==> src/rtl/nibble_packer_pkg.sv <==
`default_nettype none
// ============================================================================
// Module   : packer_pkg
// Brief    : Default sizing constants and lane-counter width helper.
// Revision : 1.0
// ============================================================================
package packer_pkg;

    localparam int IN_W_DEF  = 4;
    localparam int LANES_DEF = 4;

    // Width of a lane index; never narrower than one bit.
    function automatic int cnt_width(input int n);
        int w;
        w = $clog2(n);
        return (w < 1) ? 1 : w;
    endfunction

endpackage
`default_nettype wire

==> src/rtl/nibble_packer_lane_counter.sv <==
`default_nettype none
// ============================================================================
// Module   : lane_counter
// Brief    : Lane index counter, wraps at LANES-1, clear loads zero.
// Revision : 1.0
// ============================================================================
module lane_counter
    import packer_pkg::*;
#(
    parameter int LANES = LANES_DEF,
    parameter int CNT_W = cnt_width(LANES_DEF)
) (
    input  logic             clk,
    input  logic             reset,
    input  logic             clear,
    input  logic             en,
    output logic [CNT_W-1:0] count
);

    localparam logic [CNT_W-1:0] c_last = CNT_W'(LANES - 1);

    always_ff @(posedge clk) begin
        if (reset || clear) begin
            count <= '0;
        end else if (en) begin
            if (count == c_last) begin
                count <= '0;
            end else begin
                count <= count + CNT_W'(1);
            end
        end
    end

endmodule
`default_nettype wire

==> src/rtl/nibble_packer.sv <==
`default_nettype none
// ============================================================================
// Module   : nibble_packer
// Brief    : Packs LANES input lanes of IN_W bits into one registered word.
// Revision : 1.0
// ============================================================================
module nibble_packer
    import packer_pkg::*;
#(
    parameter int IN_W  = IN_W_DEF,
    parameter int LANES = LANES_DEF,
    localparam int OUT_W = IN_W * LANES,
    localparam int CNT_W = cnt_width(LANES)
) (
    input  logic             clk,
    input  logic             reset,
    input  logic             clear,
    input  logic [IN_W-1:0]  in_data,
    input  logic             in_valid,
    output logic             in_ready,
    output logic [OUT_W-1:0] out_data,
    output logic             out_valid,
    input  logic             out_ready,
    output logic [CNT_W-1:0] lane
);

    localparam logic [CNT_W-1:0] c_last_lane = CNT_W'(LANES - 1);
    localparam int               c_asm_w     = IN_W * (LANES - 1);

    logic               w_last;
    logic               w_in_xfer;
    logic               w_complete;
    logic               w_out_xfer;
    // The top lane never needs storage: it goes straight into out_data.
    logic [c_asm_w-1:0] r_asm;

    assign w_last     = (lane == c_last_lane);
    assign in_ready   = !clear && !(w_last && out_valid && !out_ready);
    assign w_in_xfer  = in_valid && in_ready;
    assign w_complete = w_in_xfer && w_last;
    assign w_out_xfer = out_valid && out_ready;

    lane_counter #(
        .LANES (LANES),
        .CNT_W (CNT_W)
    ) u_lane_counter (
        .clk   (clk),
        .reset (reset),
        .clear (clear),
        .en    (w_in_xfer),
        .count (lane)
    );

    always_ff @(posedge clk) begin
        if (reset || clear) begin
            r_asm <= '0;
        end else if (w_in_xfer) begin
            for (int k = 0; k < LANES - 1; k++) begin
                if (lane == CNT_W'(k)) begin
                    r_asm[k*IN_W +: IN_W] <= in_data;
                end
            end
        end
    end

    // A completing lane reloads the output even while the old word is being taken.
    always_ff @(posedge clk) begin
        if (reset) begin
            out_data  <= '0;
            out_valid <= 1'b0;
        end else if (w_complete) begin
            out_data  <= {in_data, r_asm};
            out_valid <= 1'b1;
        end else if (w_out_xfer) begin
            out_valid <= 1'b0;
        end
    end

endmodule
`default_nettype wire

==> config.mk <==
export PLATFORM = sky130hd
export DESIGN_NAME = nibble_packer
export DESIGN_NICKNAME = d
export VERILOG_FILES = /design/src/rtl/nibble_packer_pkg.sv /design/src/rtl/nibble_packer_lane_counter.sv /design/src/rtl/nibble_packer.sv
export SDC_FILE = /design/constraint.sdc
export NUM_CORES = 1
export LEC_CHECK = 0
export BUFFER_PORTS_ARGS = -buffer_cell sky130_fd_sc_hd__buf_4
export CAP_MARGIN = 40
export CORE_MARGIN = 4
export CORE_UTILIZATION = 49
export CTS_CLUSTER_SIZE = 20
export DETAILED_ROUTE_END_ITERATION = 16
export PLACE_DENSITY = 0.77
export SKIP_LAST_GASP = 1
export SLEW_MARGIN = 15
export SYNTH_ARGS = -nofsm -noshare
export SYNTH_HDL_FRONTEND = slang
export SYNTH_SLANG_ARGS = --single-unit
==> constraint.sdc <==
create_clock -name clk -period 2.37 [get_ports clk]
set_clock_uncertainty 0.15 [all_clocks]
set_input_delay 0.5925 -clock clk [delete_from_list [all_inputs] [get_ports clk]]
set_output_delay 0.5925 -clock clk [all_outputs]
set_load 0.05 [all_outputs]
== Word level (Yosys, flattened, before mapping) ==
Index checks and enable logic that the tools add are counted.

* Flip-flop bits (word level): 31
* Bits of input ports: 9
* Output and inout port bits: 20

* $add $sub $neg: 1
* Eq/ne operators: 3
* Muxes and demuxes: 3
* Reduce and logical (&&, ||, !) cells: 15

{| class="wikitable"
|+ Operators by type and width
! cell !! count
|-
| $logic_and A1 B1 Y1 || 6
|-
| $reduce_and A2 Y1 || 3
|-
| $eq A2 B2 Y1 const B || 2
|-
| $logic_not A1 Y1 || 3
|-
| $add A2 B1 Y2 const B || 1
|-
| $eq A2 B1 Y1 const B || 1
|-
| $logic_not A2 Y1 || 1
|-
| $mux W1 || 2
|-
| $mux W2 || 1
|-
| $reduce_bool A2 Y1 || 1
|-
| $logic_or A1 B1 Y1 || 1
|}

== Logic depth before layout (Yosys ltp) ==
* Depth after elaboration: 8
* Gate-level depth with buffers: 5
* Mapped depth without buffers: 4

== Modules after synthesis ==
From an unflattened synthesis, not the netlist that was laid out.

* Cells, all modules: 126
* Area, all modules: 1387.6 um^2

{| class="wikitable"
|+ Modules (own cells, without submodules)
! module !! times used !! cells each !! area an instance (um^2)
|-
| nibble_packer || 1 || 118 || 1292.5
|-
| lane_counter || 1 || 8 || 95.1
|}

== Least setup slack after synthesis ==
OpenSTA, ideal clock, no wires.

* Path type: flip-flop to output port
* Start: register u_lane_counter.count[0]
* End: output port in_ready
* Arrival: 1456 ps
* Data required time: 1627 ps
* Setup slack: 172 ps
* Cell stages (with the launch flop): 4
* Path buffers: 0
* Path through: dfxtp_1 ha_1 nand3b_1 and2b_2

* Longest elaborated chain between the ends: 5

{| class="wikitable"
|+ Ends and longest elaborated chain
! what !! line !! text
|-
| start, declared || nibble_packer_lane_counter.sv:17 || <nowiki>output logic [CNT_W-1:0] count</nowiki>
|-
| start signal, assigned || nibble_packer_lane_counter.sv:29 || <nowiki>count <= count + CNT_W'(1);</nowiki>
|-
| $eq A2 B2 Y1 || nibble_packer.sv:37 || <nowiki>assign w_last = (lane == c_last_lane);</nowiki>
|-
| $logic_and A1 B1 Y1 (2 in series) || nibble_packer.sv:38 || <nowiki>assign in_ready = !clear && !(w_last && out_valid && !out_ready);</nowiki>
|-
| $logic_not A1 Y1 || nibble_packer.sv:38 ||
|-
| $logic_and A1 B1 Y1 || nibble_packer.sv:38 ||
|-
| end, declared || nibble_packer.sv:20 || <nowiki>output logic in_ready,</nowiki>
|}

Every way passes these cells.

== Final worst setup path ==
Ends and elaborated chain as after synthesis.

==> impl_metrics.toml <==
[clocking]
htree_levels = 2
holdBufCountCts = 0
clk_pin_slew_worst_paths_ps = 100
post_cts_buffers = 0
cts.sinks = 31
cts_max_path_buffers = 2
cts_tree = "yes"
post_cts_resize_count = 0
numCtsBuffers = 5
clockRootBuffer = "clkbuf_4"
clkLatencyLatePin_ps = 330

[floorplan]
initial_core_util = 0.510
core_area_um2 = 2730
die_area_um2 = 3770
rows = 19
die_width_um = 61.4
fp.dieH_um = 61.4
io_pins = 29

[yosys]
yosysWarningCount = 0
synth_area_leaders = "dfxtp_1, mux2i_1, nand2b_1"
syn-mean-instance-area_um2 = 10.1
yosysMostFrequentCell = "nand2b_1"
synthTopCellsByCount = "nand2b_1, dfxtp_1, mux2i_1"
synth_area_um2 = 1400
synthDistinctLibCells = 21
yosysSeqAreaShare = 0.445
yosys.area.top_type = "dfxtp_1"
async_reset_ff_frac = 0
synth-seq-cells = 31
syn_inst = 138
synth_edf_count = 0
synth_nets = 151
synth.top_cell.area_share = 0.445
synth_ff_type = "dfxtp_1"

[sta]
min_period_ps = 2260
worst_pin_slew_ps = 298
rsz0062_at_grt = "no"
hold_viol = 0
finalSetupViolations = 0
period_share = 0.955
tns_ps = 0
drv_slew = 0
relSlewSlack = 0.800
fmax_mhz = 442

[cells_and_area]
drive_gt1_frac = 0.262
num_antenna_cells = 0
fin_cells = 199
nets = 180
post-route-util = 0.605
area_growth_pct = 18.7

[detailed_routing]
via_per_inst = 5.03
drc = 0
drt_first_pass_iters = 5
wire_per_inst_um = 12.8
ant_nets = 0
wl_um = 2540
drt-initial-drc-count = 23
dr_total_vias = 1001

[worst_setup_path]
cp_num_buf_inv = 1
cp_max_fo = 6
cp.required_ps = 1630
crit_family = "simple AND/OR/NAND/NOR gates"
startpoint = "u_lane_counter.count[0]"
cp-endpoint = "in_ready"
endpoint_kind = "output port"
reg2reg_from = "u_lane_counter.count[0]"
rrSetupSlack_ps = 840
crit_path_cell_trace = "ha_2 -> nand3b_1 -> and2b_2 -> buf_4"
worstReg2RegEnd = "r_asm[11]"
cp.depth = 4
worstSetupPathType = "register to output port"
start_kind = "register"
cpPeakStageDelay_ps = 390
slowest_stage = "dfxtp_2"
cp.arrival_ps = 1520
worst_r2r_path_depth = 4

[power_and_ir_drop]
p_leak_nw = 0.681
intPower_uw = 672
combPwrFrac = 0.076
power_switching_uw = 214
pwr-share-seq = 0.595
power_uw = 885
max-vdd-ir-drop_mv = 0.490
clkPwrFrac = 0.329
cellPowerDensity_nw_per_um2 = 535
swShare = 0.241

[status]
status = "completed"

[worst_hold_path]
hold_class = "register to register"

[job]
drv_cap = 0

[global_routing]
antenna_found_initial = 0
grt_pass1_wl_um = 4080
grt_max_degree = 36
overflow = 0
grt_usage = 0.149
grt_pass1_vias = 962

[placed_design]
dp.final_hpwl_um = 1840
place.port_buffers = 28
gp_congestion = 0.712
dp_cells = 191
## power groups by stage
stage	registers [mW]	logic [mW]	clock network [mW]
after global placement	0.538	0.0658	0
after CTS	0.526	0.0681	0.301
after floorplan	0.542	0.0408	0
after detailed placement	0.538	0.0680	0
final	0.527	0.0675	0.291
after global routing	0.527	0.0736	0.321
## registers in the layout, summed over array words and instances, names as in the netlist
register / flops
out_data: 16
u_lane_counter.count: 2
r_asm: 12
out_valid: 1
## cell usage in the layout, fill, tap and decap left out
master / count
and3_2: 1
inv_1: 2
ha_1: 3
and3_4: 1
a32o_1: 1
buf_4: 30
nor4_1: 1
and2b_2: 1
clkinv_2: 1
mux2i_1: 29
ha_2: 1
a21oi_1: 1
clkbuf_1: 2
nor2b_4: 1
nand3_1: 2
dfxtp_2: 2
dfxtp_1: 29
nand3b_1: 1
nand2b_1: 33
nor2_2: 1
clkbuf_4: 5
nand2_1: 20
## worst register-to-register path: stages (launching register included)
cell and delay (ps):
dfxtp_2 390, ha_2 220, nand3b_1 160, nand3_1 300
mux2i_1 240
## routing by layer
metal  track usage  share of wire  up-vias
li1              -              -      509
met1         0.160           0.41      462
met2         0.264           0.50       24
met3        0.0461          0.075        6
met4        0.0727          0.013        0
met5             0              0        -
## cell families (layout without fill, tap and decap cells)
logic type      after synthesis  count (layout)  synth area share
flops                        31              31             0.445
fa+ha+maj                     4               4            0.0359
simple gates                 62              62             0.253
buf+inv                      10              40            0.0475
compound gates                2               2            0.0108
mux                          29              29             0.208
## stage by stage
step	setup WS (ps)	hold slack, ps	cell area [um2]
4_1_cts	0.313	320	1650
3_3_place_gp	317	301	1600
2_1_floorplan	172	285	1400
5_1_grt	20.7	334	1660
3_5_place_dp	289	305	1600
6_report	106	318	1660
## worst min-delay path by stage
stage              from  endpoint  slack, ps  cells past startpoint
2_1_floorplan  r_asm[0]  r_asm[0]        290                      2
3_3_place_gp   r_asm[6]  r_asm[6]        300                      2
3_5_place_dp   r_asm[1]  r_asm[1]        300                      2
4_1_cts        r_asm[1]  r_asm[1]        320                      2
5_1_grt        r_asm[5]  r_asm[5]        330                      2
6_report       r_asm[1]  r_asm[1]        320                      2
## cell type report
class | count | area [um2]
sequential | 31 | 623
inverter | 2 | 7.51
clock buffer | 7 | 45.0
tap | 31 | 38.8
fill | 251 | 1080
timing repair buffer | 30 | 225
clock inverter | 1 | 5.00
multi-input combinational | 97 | 711
No activity file was read; power rests on OpenSTA's default activity.
